## src/rtl/dfdd_result_packer.sv

```systemverilog
// rtl/dfdd_result_packer.sv - confidence-masked depth result FIFO with frame markers and drop stats
module dfdd_result_packer #(
    parameter int EXP_WIDTH  = 8,
    parameter int FRAC_WIDTH = 23,
    parameter int FIFO_DEPTH = 16,
    parameter int IMG_WIDTH  = 640,
    parameter int IMG_HEIGHT = 480,
    localparam int FP_WIDTH  = 1 + EXP_WIDTH + FRAC_WIDTH
) (
    input  logic                clk_i,
    input  logic                rst_i,
    input  logic [FP_WIDTH-1:0] z_i,
    input  logic [FP_WIDTH-1:0] c_i,
    input  logic [15:0]         col_i,
    input  logic [15:0]         row_i,
    input  logic                valid_i,
    input  logic [FP_WIDTH-1:0] c_thresh_i,
    input  logic                clear_stats_i,
    output logic [FP_WIDTH-1:0] z_o,
    output logic [FP_WIDTH-1:0] c_o,
    output logic                mask_o,
    output logic                sof_o,
    output logic                last_o,
    output logic                valid_o,
    input  logic                ready_i,
    output logic [15:0]         drop_count_o,
    output logic                overflow_o,
    output logic                frame_done_o
);

    localparam int AW = $clog2(FIFO_DEPTH);
    localparam logic [AW:0] FULL_CNT = (AW+1)'(FIFO_DEPTH);

    typedef struct packed {
        logic [FP_WIDTH-1:0] z;
        logic [FP_WIDTH-1:0] c;
        logic                mask;
        logic                sof;
        logic                last;
        logic                eof;
    } entry_t;

    typedef enum logic {IDLE, IN_FRAME} state_t;

    entry_t        mem [FIFO_DEPTH];
    entry_t        wr_entry;
    entry_t        head;
    logic [AW-1:0] wr_ptr;
    logic [AW-1:0] rd_ptr;
    logic [AW:0]   count;
    logic          full;
    logic          wr_en;
    logic          pop;
    logic          drop;
    state_t        state_q;
    state_t        state_d;
    logic          frame_done_d;
    logic          thresh_sign_unused;

    // The threshold is a magnitude; its sign bit carries no meaning.
    assign thresh_sign_unused = c_thresh_i[FP_WIDTH-1];

    always_comb begin
        wr_entry      = '0;
        wr_entry.mask = !c_i[FP_WIDTH-1] && (c_i[FP_WIDTH-2:0] >= c_thresh_i[FP_WIDTH-2:0]);
        wr_entry.z    = wr_entry.mask ? z_i : '0;
        wr_entry.c    = c_i;
        wr_entry.sof  = (col_i == 16'd0) && (row_i == 16'd0);
        wr_entry.last = (col_i == 16'(IMG_WIDTH - 1));
        wr_entry.eof  = wr_entry.last && (row_i == 16'(IMG_HEIGHT - 1));
    end

    // Fullness is judged at cycle start, so a same-cycle pop never frees a slot for the write.
    assign full    = (count == FULL_CNT);
    assign wr_en   = valid_i && !full;
    assign drop    = valid_i && full;
    assign valid_o = (count != '0);
    assign pop     = valid_o && ready_i;

    assign head   = mem[rd_ptr];
    assign z_o    = head.z;
    assign c_o    = head.c;
    assign mask_o = head.mask;
    assign sof_o  = head.sof;
    assign last_o = head.last;

    always_ff @(posedge clk_i) begin
        if (wr_en) begin
            mem[wr_ptr] <= wr_entry;
        end
    end

    always_ff @(posedge clk_i or posedge rst_i) begin
        if (rst_i) begin
            wr_ptr <= '0;
            rd_ptr <= '0;
            count  <= '0;
        end else begin
            if (wr_en) begin
                wr_ptr <= wr_ptr + 1'b1;
            end
            if (pop) begin
                rd_ptr <= rd_ptr + 1'b1;
            end
            case ({wr_en, pop})
                2'b10:   count <= count + 1'b1;
                2'b01:   count <= count - 1'b1;
                default: count <= count;
            endcase
        end
    end

    always_ff @(posedge clk_i or posedge rst_i) begin
        if (rst_i) begin
            drop_count_o <= '0;
            overflow_o   <= 1'b0;
        end else if (clear_stats_i) begin
            drop_count_o <= '0;
            overflow_o   <= 1'b0;
        end else if (drop) begin
            if (drop_count_o != 16'hFFFF) begin
                drop_count_o <= drop_count_o + 16'd1;
            end
            overflow_o <= 1'b1;
        end
    end

    always_ff @(posedge clk_i or posedge rst_i) begin
        if (rst_i) begin
            state_q      <= IDLE;
            frame_done_o <= 1'b0;
        end else begin
            state_q      <= state_d;
            frame_done_o <= frame_done_d;
        end
    end

    // A frame closes only if it was opened; a repeated sof inside a frame restarts it silently.
    always_comb begin
        state_d      = state_q;
        frame_done_d = 1'b0;
        if (pop) begin
            case (state_q)
                IDLE: begin
                    if (head.sof) begin
                        state_d = IN_FRAME;
                    end
                end
                IN_FRAME: begin
                    if (head.eof) begin
                        state_d      = IDLE;
                        frame_done_d = 1'b1;
                    end
                end
                default: state_d = IDLE;
            endcase
        end
    end

endmodule

```

## config.mk

```make
export PLATFORM = sky130hd
export DESIGN_NAME = dfdd_result_packer
export DESIGN_NICKNAME = d
export VERILOG_FILES = /design/src/rtl/dfdd_result_packer.sv
export SDC_FILE = /design/constraint.sdc
export NUM_CORES = 1
export LEC_CHECK = 0
export BUFFER_PORTS_ARGS = -buffer_cell sky130_fd_sc_hd__buf_2
export CORE_UTILIZATION = 55
export CTS_CLUSTER_DIAMETER = 60
export DETAILED_ROUTE_END_ITERATION = 12
export PLACE_DENSITY = 0.73
export SLEW_MARGIN = 20
export SYNTH_ARGS = -nofsm -noshare
export SYNTH_HDL_FRONTEND = slang
export SYNTH_SLANG_ARGS = --single-unit
```

## constraint.sdc

```tcl
create_clock -name clk_i -period 8 [get_ports clk_i]
set_input_delay 0.8 -clock clk_i [delete_from_list [all_inputs] [get_ports clk_i]]
set_output_delay 0.8 -clock clk_i [all_outputs]
set_load 0.1 [all_outputs]
```

# Word-level counts from Yosys, hierarchy flattened
# Memory sizes are Yosys's and may differ from the RTL's.
# Cells that the tools add are included.
# word_totals
reg_bits	32
latchBits	0
mem_bits_rw	1088
mem_bits_ro	0
elab_cells	51
mem_count	1
# classes
addsub	5
multipliers	0
div_mod_pow	0
n_lt_le_gt_ge	1
n_eq_ne	6
shifts	0
muxes	15
n_bitwise	1
n_reduce_logical	15
# mem_list
name	depth	width	read_ports	rd_clocked_by_memory_dff	wr	line	rtl
mem	16	68	1	0	1	45	entry_t mem [FIFO_DEPTH];
# ops
op	n
2-to-1 mux 16 bit	3
zero test 16 bit	2
2-to-1 mux 32 bit	1
>= comparator 31 bit	1
adder 16 x 1 -> 16 bit (second input constant)	1
equality test 16 x 10 -> 1 bit (second input constant)	1
equality test 16 x 9 -> 1 bit (second input constant)	1
!= test 16 bit (second input constant)	1
case mux 5 bit (2 select lines)	1
2-to-1 mux 1 bit	9
adder 4 x 1 -> 4 bit (second input constant)	2
logical AND 1 bit	6
nonzero test 2 bit	3
adder 5 x 1 -> 5 bit (second input constant)	1
equality test 5 bit (second input constant)	1
nonzero test 5 bit	1
subtractor 5 x 1 -> 5 bit (second input constant)	1
equality test 2 x 1 -> 1 bit (second input constant)	1
equality test 2 bit (second input constant)	1
zero test 1 bit	2
case mux 1 bit (2 select lines)	1
AND reduction 2 bit	1
inverter 1 bit	1

# Depth between registers and ports, before layout
# Gate-level depths: netlist of the first run.
# depth
ltp_word	5
depth_mapped	12

# Worst setup path after synthesis of the first run
# Ideal clock, no wire load.
# synth_path
kind	in2reg
from	in valid_i
to	mem mem[3][0] (netlist bit) (enable)
t_arrival_ns	6.091
setup_slack_ns	1.331
path_stages	3
path_buffers	0
cell_sequence	a21boi_1 nand2_1 nor3_1
# synth_via
elab_chain_cells	3
# synth_rtl
element	line	rtl
from (decl)	16	input logic valid_i,
logical AND 1 bit	75	assign wr_en = valid_i && !full;
2-to-1 mux 1 bit	88	if (wr_en) begin
2-to-1 mux 1 bit (not written as such)	89	mem[wr_ptr] <= wr_entry;
to (decl)	45	
# Every way passes these cells.

# Final worst setup path of the first run
# layout_path
from	reg rd_ptr[0]
to	out z_o[3]
# layout_via
elab_chain_cells	1
# layout_rtl
element	line	rtl
from (decl)	49	logic [AW-1:0] rd_ptr;
from (signal assigned)	103	rd_ptr <= rd_ptr + 1'b1;
memory (16 x 68 bit)	--	
to (decl)	19	output logic [FP_WIDTH-1:0] z_o,
# Every way passes these cells.

==> results of run 1 <==
[worst register-to-register path, cell delays in order, from the launching register on]
cell and delay, ps:
dfrtp_1 420, nor4_2 100, a21boi_1 580, nand2_1 390, nor2_4 690, buf_4 710
buf_4 610
[worst min path at each step]
stage              endpoint  slack (ps)  depth (start not counted)
2_1_floorplan       state_q         450                          2
3_5_place_dp        state_q         480                          2
3_3_place_gp        state_q         470                          2
6_report       frame_done_o         230                          3
4_1_cts            count[3]         210                          3
5_1_grt        frame_done_o         260                          3
[synth_stat cells, types with 3 or more instances]
cell type and n:
nor3_1 11, buf_6 6, nor2_1 24, o31ai_1 3, buf_1 6, buf_2 26, inv_1 42, mux4_2 340
nand3_1 11, nor4_1 8, nand2_1 23, and3_1 7, clkbuf_1 54, and4_1 4, a31o_2 3, xor2_1 5
a21oi_1 55, nand4_1 11, and2_1 3, ha_1 41, edfxtp_1 1088, or3_1 6, dfrtp_1 32, o21ai_0 13
xnor2_1 9, a21o_1 5, nand2b_1 37
[cell families (layout without fill, tap and decap cells)]
kind of cell,Yosys count,in the layout,share of synthesized area [%]
AOI/OAI and AO/OA,93,93,1.28
xor gates and xnor gates,14,14,0.280
adders and majority gates,42,42,1.22
buffers and inverters,134,501,1.33
DFF,1120,1120,76.5
muxes,342,342,17.5
other,0,1,0
and+or+nand+nor,150,150,1.86
[registers in the layout, summed over array words and instances (netlist names)]
register,count
frame_done_o,1
mem,1088
drop_count_o,16
wr_ptr,4
count,5
overflow_o,1
state_q,1
rd_ptr,4
[per-stage QoR]
| stage | hold WS, ps | utilization, % | power (µW) | cells |
|---|---|---|---|---|
| 2_1_floorplan | 454 | - | 13400 | 1895 |
| 4_1_cts | 214 | 63.1 | 19900 | 3312 |
| 5_1_grt | 262 | 63.1 | 20400 | 3313 |
| 3_5_place_dp | 484 | 58.6 | 14800 | 3110 |
| 6_report | 227 | 63.1 | 19700 | 3313 |
| 3_3_place_gp | 472 | 58.6 | 14700 | 3110 |
[per-layer routing]
metal	global-route usage [%]	part of all wire [%]	routed length, µm	vias to the layer above
met2	41.2	52	50200	968
met5	0	0.023	22	-
met1	32.4	38	36800	10900
met4	7.47	2.2	2120	4
met3	4.21	7.8	7560	152
li1	-	-	-	8621
[final cells by class]
| cell class | count | area (µm²) |
|---|---|---|
| flip-flops and latches | 1120 | 33500 |
| well taps | 1050 | 1310 |
| fillers | 5132 | 29100 |
| inverters | 42 | 158 |
| clock buffers | 122 | 2780 |
| repair buffers | 257 | 1460 |
| diodes | 1 | 2.50 |
| multi-input cells | 641 | 9830 |
| clock inverters | 80 | 772 |
[power by group through the flow]
stage                     logic, µW  clock network (µW)  registers, µW
after floorplan                6020                   0           7350
after global placement         7250                   0           7490
after detailed placement       7310                   0           7540
after CTS                      7350                5150           7430
after global routing           7540                5350           7470
final                          7260                5070           7410
==> reports/metrics.cfg, run 1 <==
[status]
status=complete, but fails checks
violations=design-rule violations

[sta]
relSlewSlack_pct=25.8
fmax_ghz=0.209
tightestPinTransition_ps=1110
min_period_ps=4800
grt_setup_unrepaired=false
period_share_pct=59.9
fin_ws_ps=3200
drv_slew=0
setup_tns_ps=0
setup_viol=0
clock_skew_ps=24.6
hold_violations=0

[worst_setup_path]
critPathLaunchType=flip-flop
required_ps=7200
crit_slowest_cell=dfrtp_4
reg2reg_depth=6
end_kind=output pin
path_common_cell=mux4_2
arrival_ps=4000
crit_chain=buf_12 > mux4_2 > mux4_2 > buf_2
crit_cells=4
reg2reg_slack_ps=4130
path_class=flip-flop to output pin
critical_path.max_fanout=110
crit-reg2reg-launch=count[0]
crit_path_start=rd_ptr[0]
crit_family=multiplexers
crit_path_max_incr_delay_ps=950
crit_buf_inv=2
rr_endpoint=mem[8][33]
endpoint=z_o[3]

[die]
dieArea_um2=80700
dieWidth_um=284
die_y_um=284
core-area_um2=78900
num_rows=103
pin_count=219
initial_utilization_pct=55.5

[logic_synthesis]
synth_edf_count=1088
ys_warn_count=0
netlist.area_leader.share_pct=74.7
synth.ff_latch_count=1120
syn_avg_cell_area_um2=23.1
yosysSeqAreaShare_pct=76.5
syn_area_um2=43800
synth_top_cells_by_area=edfxtp_1 75%, mux4_2 17%, dfrtp_1 1.8%, ha_1 1.2%, a21oi_1 0.63%
yosysTopAreaCell=edfxtp_1
syn_nets=2070
syn_inst=1895
ys.flop_type=edfxtp_1
async_flop_share_pct=2.86
yosysUniqueCellTypes=45

[routing]
via_per_inst=6.24
drt_first_pass_iters=11
drc=1
vias=20700
detail_route.iter0.violations=1922
wl_per_cell_um=29.2
route.final.wire_length_um=96700
ant_nets=0

[final_layout]
final_cell_mix=1,088 x edfxtp_1, 340 x mux4_2, 217 x buf_2
drive_gt1_share_pct=34.7
postLayoutCellArea_um2=49800
final_nets=2345
syn_to_final_growth_pct=13.8
layout_commonest_cell=edfxtp_1

[clock_tree]
postCtsHoldBufs=0
clkLatencyLatePin_ps=680
cts_inserted_buffers=108
cts_tree=done
clk_pin_slew_ps=60
root_buffer=clkbuf_16
cts_setup_buffers=0
cts_resized=0
ctsLongestPathBuffers=3
htree_levels=3
clock-sinks=1120

[pwr]
p_leak_uw=0.0163
p_seq_share_pct=37.5
irDropWorstVdd_uv=435
clkPwrFrac_pct=25.7
power.net_switching_uw=7450
swShare_pct=37.7
p_int_uw=12300
comb_power_share_pct=36.8
p_per_area_nw_per_um2=396

[min_path]
holdCritPathClass=input pin to async pin

[job]
cap_violations=0

[global_routing]
grt-ovfl-total=0
antenna_found_initial=5
grt_pass1_vias=21700
grt_max_degree=129
track_usage_pct=24.3
grt_pass1_wl_um=141000

[placed_design]
hpwl_um=48800
port_buffers=217
gp_congestion=0.798
placed_cell_area_um2=46200
dp_slack_ps=3720

Power figures use the tool's default switching activity.
==> run 2, diff against run 1 <==
- clock period: 8 -> 4.7 ns (I/O delays scaled with it)
==> run 2 against run 1 <==
  * Sequential share of layout area shrank 0.43 points
  * Sequential power rose by 70%
  * Combinational power grew 74%
  * Design area is 0.65% higher
  * Core utilization grew 0.41 points
  * First-iteration DRC count is 11% higher
  * Clock power up 69%
  * Via count increased by 0.93%
  * Die area stayed put
  * The run still ends with design-rule violations left
  * Critical path depth stayed put
  * Clock skew decreased by 1.8 ps
  * Power grew 71%
==> reports/metrics.cfg, run 2 (synthesis results as in run 1) <==
[sta]
setup_viol=0  ; unchanged
setup_tns_ps=0  ; unchanged
period_share_pct=82.7
tightestPinTransition_ps=1190  ; +72.8 ps
clock_skew_ps=22.7  ; -1.83 ps
fmax_ghz=0.257
grt_setup_unrepaired=false
drv_slew=0  ; unchanged
min_period_ps=3890
relSlewSlack_pct=20.9  ; -4.9 points
hold_violations=0  ; unchanged

[clock_tree]
clkLatencyLatePin_ps=670  ; about the same
htree_levels=3  ; unchanged
clk_pin_slew_ps=60  ; about the same
cts_inserted_buffers=107  ; -0.93%
cts_tree=done
ctsLongestPathBuffers=3  ; unchanged
clock-sinks=1120  ; unchanged
root_buffer=clkbuf_16

[final_layout]
largest_reg_flops=1088  ; unchanged
antenna_cells=0  ; -1
syn_to_final_growth_pct=14.5
layout_commonest_cell=edfxtp_1
drive_gt1_share_pct=35.1  ; +0.37 points
top_regs=mem x1088, drop_count_o x16, count x5
regArea_um2=33500  ; unchanged
n_fill_cell=5067  ; -1.3%
final_cell_mix=1,088 x edfxtp_1, 340 x mux4_2, 217 x buf_2
stdcell_count=3325  ; +0.36%
postLayoutCellArea_um2=50100  ; +0.65%
multi_input_area_um2=9850  ; +0.22%
regMostFlops=mem
final_nets=2362  ; +0.72%

[worst_setup_path]
arrival_ps=3420  ; -580 ps
crit_buf_inv=2  ; unchanged
path_common_cell=mux4_2
crit_family=flip-flops
crit_chain=buf_4 > mux4_2 > mux4_2 > buf_2
critPathLaunchType=flip-flop
critical_path.max_fanout=47  ; -57%
path_class=flip-flop to output pin
required_ps=4230  ; -2970 ps
crit_path_max_incr_delay_ps=970  ; +20 ps
end_kind=output pin
crit_slowest_cell=dfrtp_4

[status]
violations=design-rule violations
status=complete, but fails checks

[die]
pin_count=219  ; unchanged
num_rows=103  ; unchanged
die_y_um=284  ; unchanged
core-area_um2=78900  ; unchanged
dieArea_um2=80700  ; unchanged
initial_utilization_pct=55.5  ; unchanged
dieWidth_um=284  ; unchanged

[global_routing]
grt_pass1_vias=21800  ; +0.49%
grt-ovfl-total=0  ; unchanged
antenna_found_initial=3  ; -2
grt_pass1_wl_um=143000  ; +1.4%
grt_max_degree=61  ; -53%
track_usage_pct=24.6  ; +0.30 points

[placed_design]
port_buffers=217  ; unchanged
dp.cells=3127  ; +0.55%
gp_congestion=0.788  ; -1.2%
hpwl_um=49800  ; +2.2%
placed_cell_area_um2=46600  ; +0.76%

[routing]
vias=20900  ; +0.93%
drc=1  ; unchanged
drt_first_pass_iters=9  ; -2
route.final.wire_length_um=96600  ; -0.11%
via_per_inst=6.28  ; +0.56%
ant_nets=0  ; unchanged
detail_route.iter0.violations=2138  ; +11%
wl_per_cell_um=29.1  ; -0.47%

[min_path]
holdCritPathClass=input pin to flip-flop

[pwr]
power_uw=33700  ; +71%
irDropWorstVdd_uv=757  ; +74%
p_leak_uw=0.0164  ; +0.90%
p_per_area_nw_per_um2=673  ; +70%

[job]
cap_violations=0  ; unchanged

## run 2: path summary, 6_finish.rpt
check                                from    endpoint  slack, ps  depth (start not counted)
worst max-delay path            rd_ptr[1]      c_o[7]        810                          4
worst min-delay path              c_i[16]  mem[8][20]        190                          1
worst max register to register   count[0]  mem[0][56]       1390                          5
worst min register to register    state_q     state_q        500                          2
max in group asynchronous           rst_i   rd_ptr[1]       3900                          4
min in group asynchronous           rst_i    count[3]        460                          4
## run 2: report_power, final
group	leakage [µW]	switching [µW]	internal [µW]	total [µW]
combinational	0.00441	8550	4040	12600
sequential	0.0103	583	12000	12600
clock	0.00173	3570	4980	8550
total	0.0164	12700	21000	33700
## run 2: area by class of cell
class	instances	share of cell area, %
Tap cell	1050	2.62
Inverter	42	0.315
Timing Repair Buffer	275	3.59
Multi-Input combinational cell	641	19.7
Clock inverter	61	1.29
Clock buffer	136	5.73
Sequential cell	1120	66.8
## run 2: routing by layer
metal | up-vias | wire (µm) | track usage [%]
met3 | 169 | 7270 | 4.31
met5 | - | 23 | 0
met2 | 973 | 49600 | 41.7
li1 | 8652 | - | -
met4 | 4 | 2850 | 8.35
met1 | 11100 | 36800 | 32.5
## run 2: what timing repair did
item | CTS | global route
hold endpoints to repair | 32 | 0
setup buffers | 0 | 0
resized for setup | 0 | 0
hold buffers | 1 | 0
endpoints found under the setup margin | 0 | 0
## run 2: metrics by stage
| step | util [%] | hold WS [ps] | setup slack [ps] |
|---|---|---|---|
| 3_5_place_dp | 59.1 | 484 | 1010 |
| 4_1_cts | 63.5 | 156 | 754 |
| 6_report | 63.6 | 189 | 811 |
| 5_1_grt | 63.6 | 185 | 665 |
| 3_3_place_gp | 59.1 | 474 | 1190 |
| 2_1_floorplan | - | 454 | 185 |
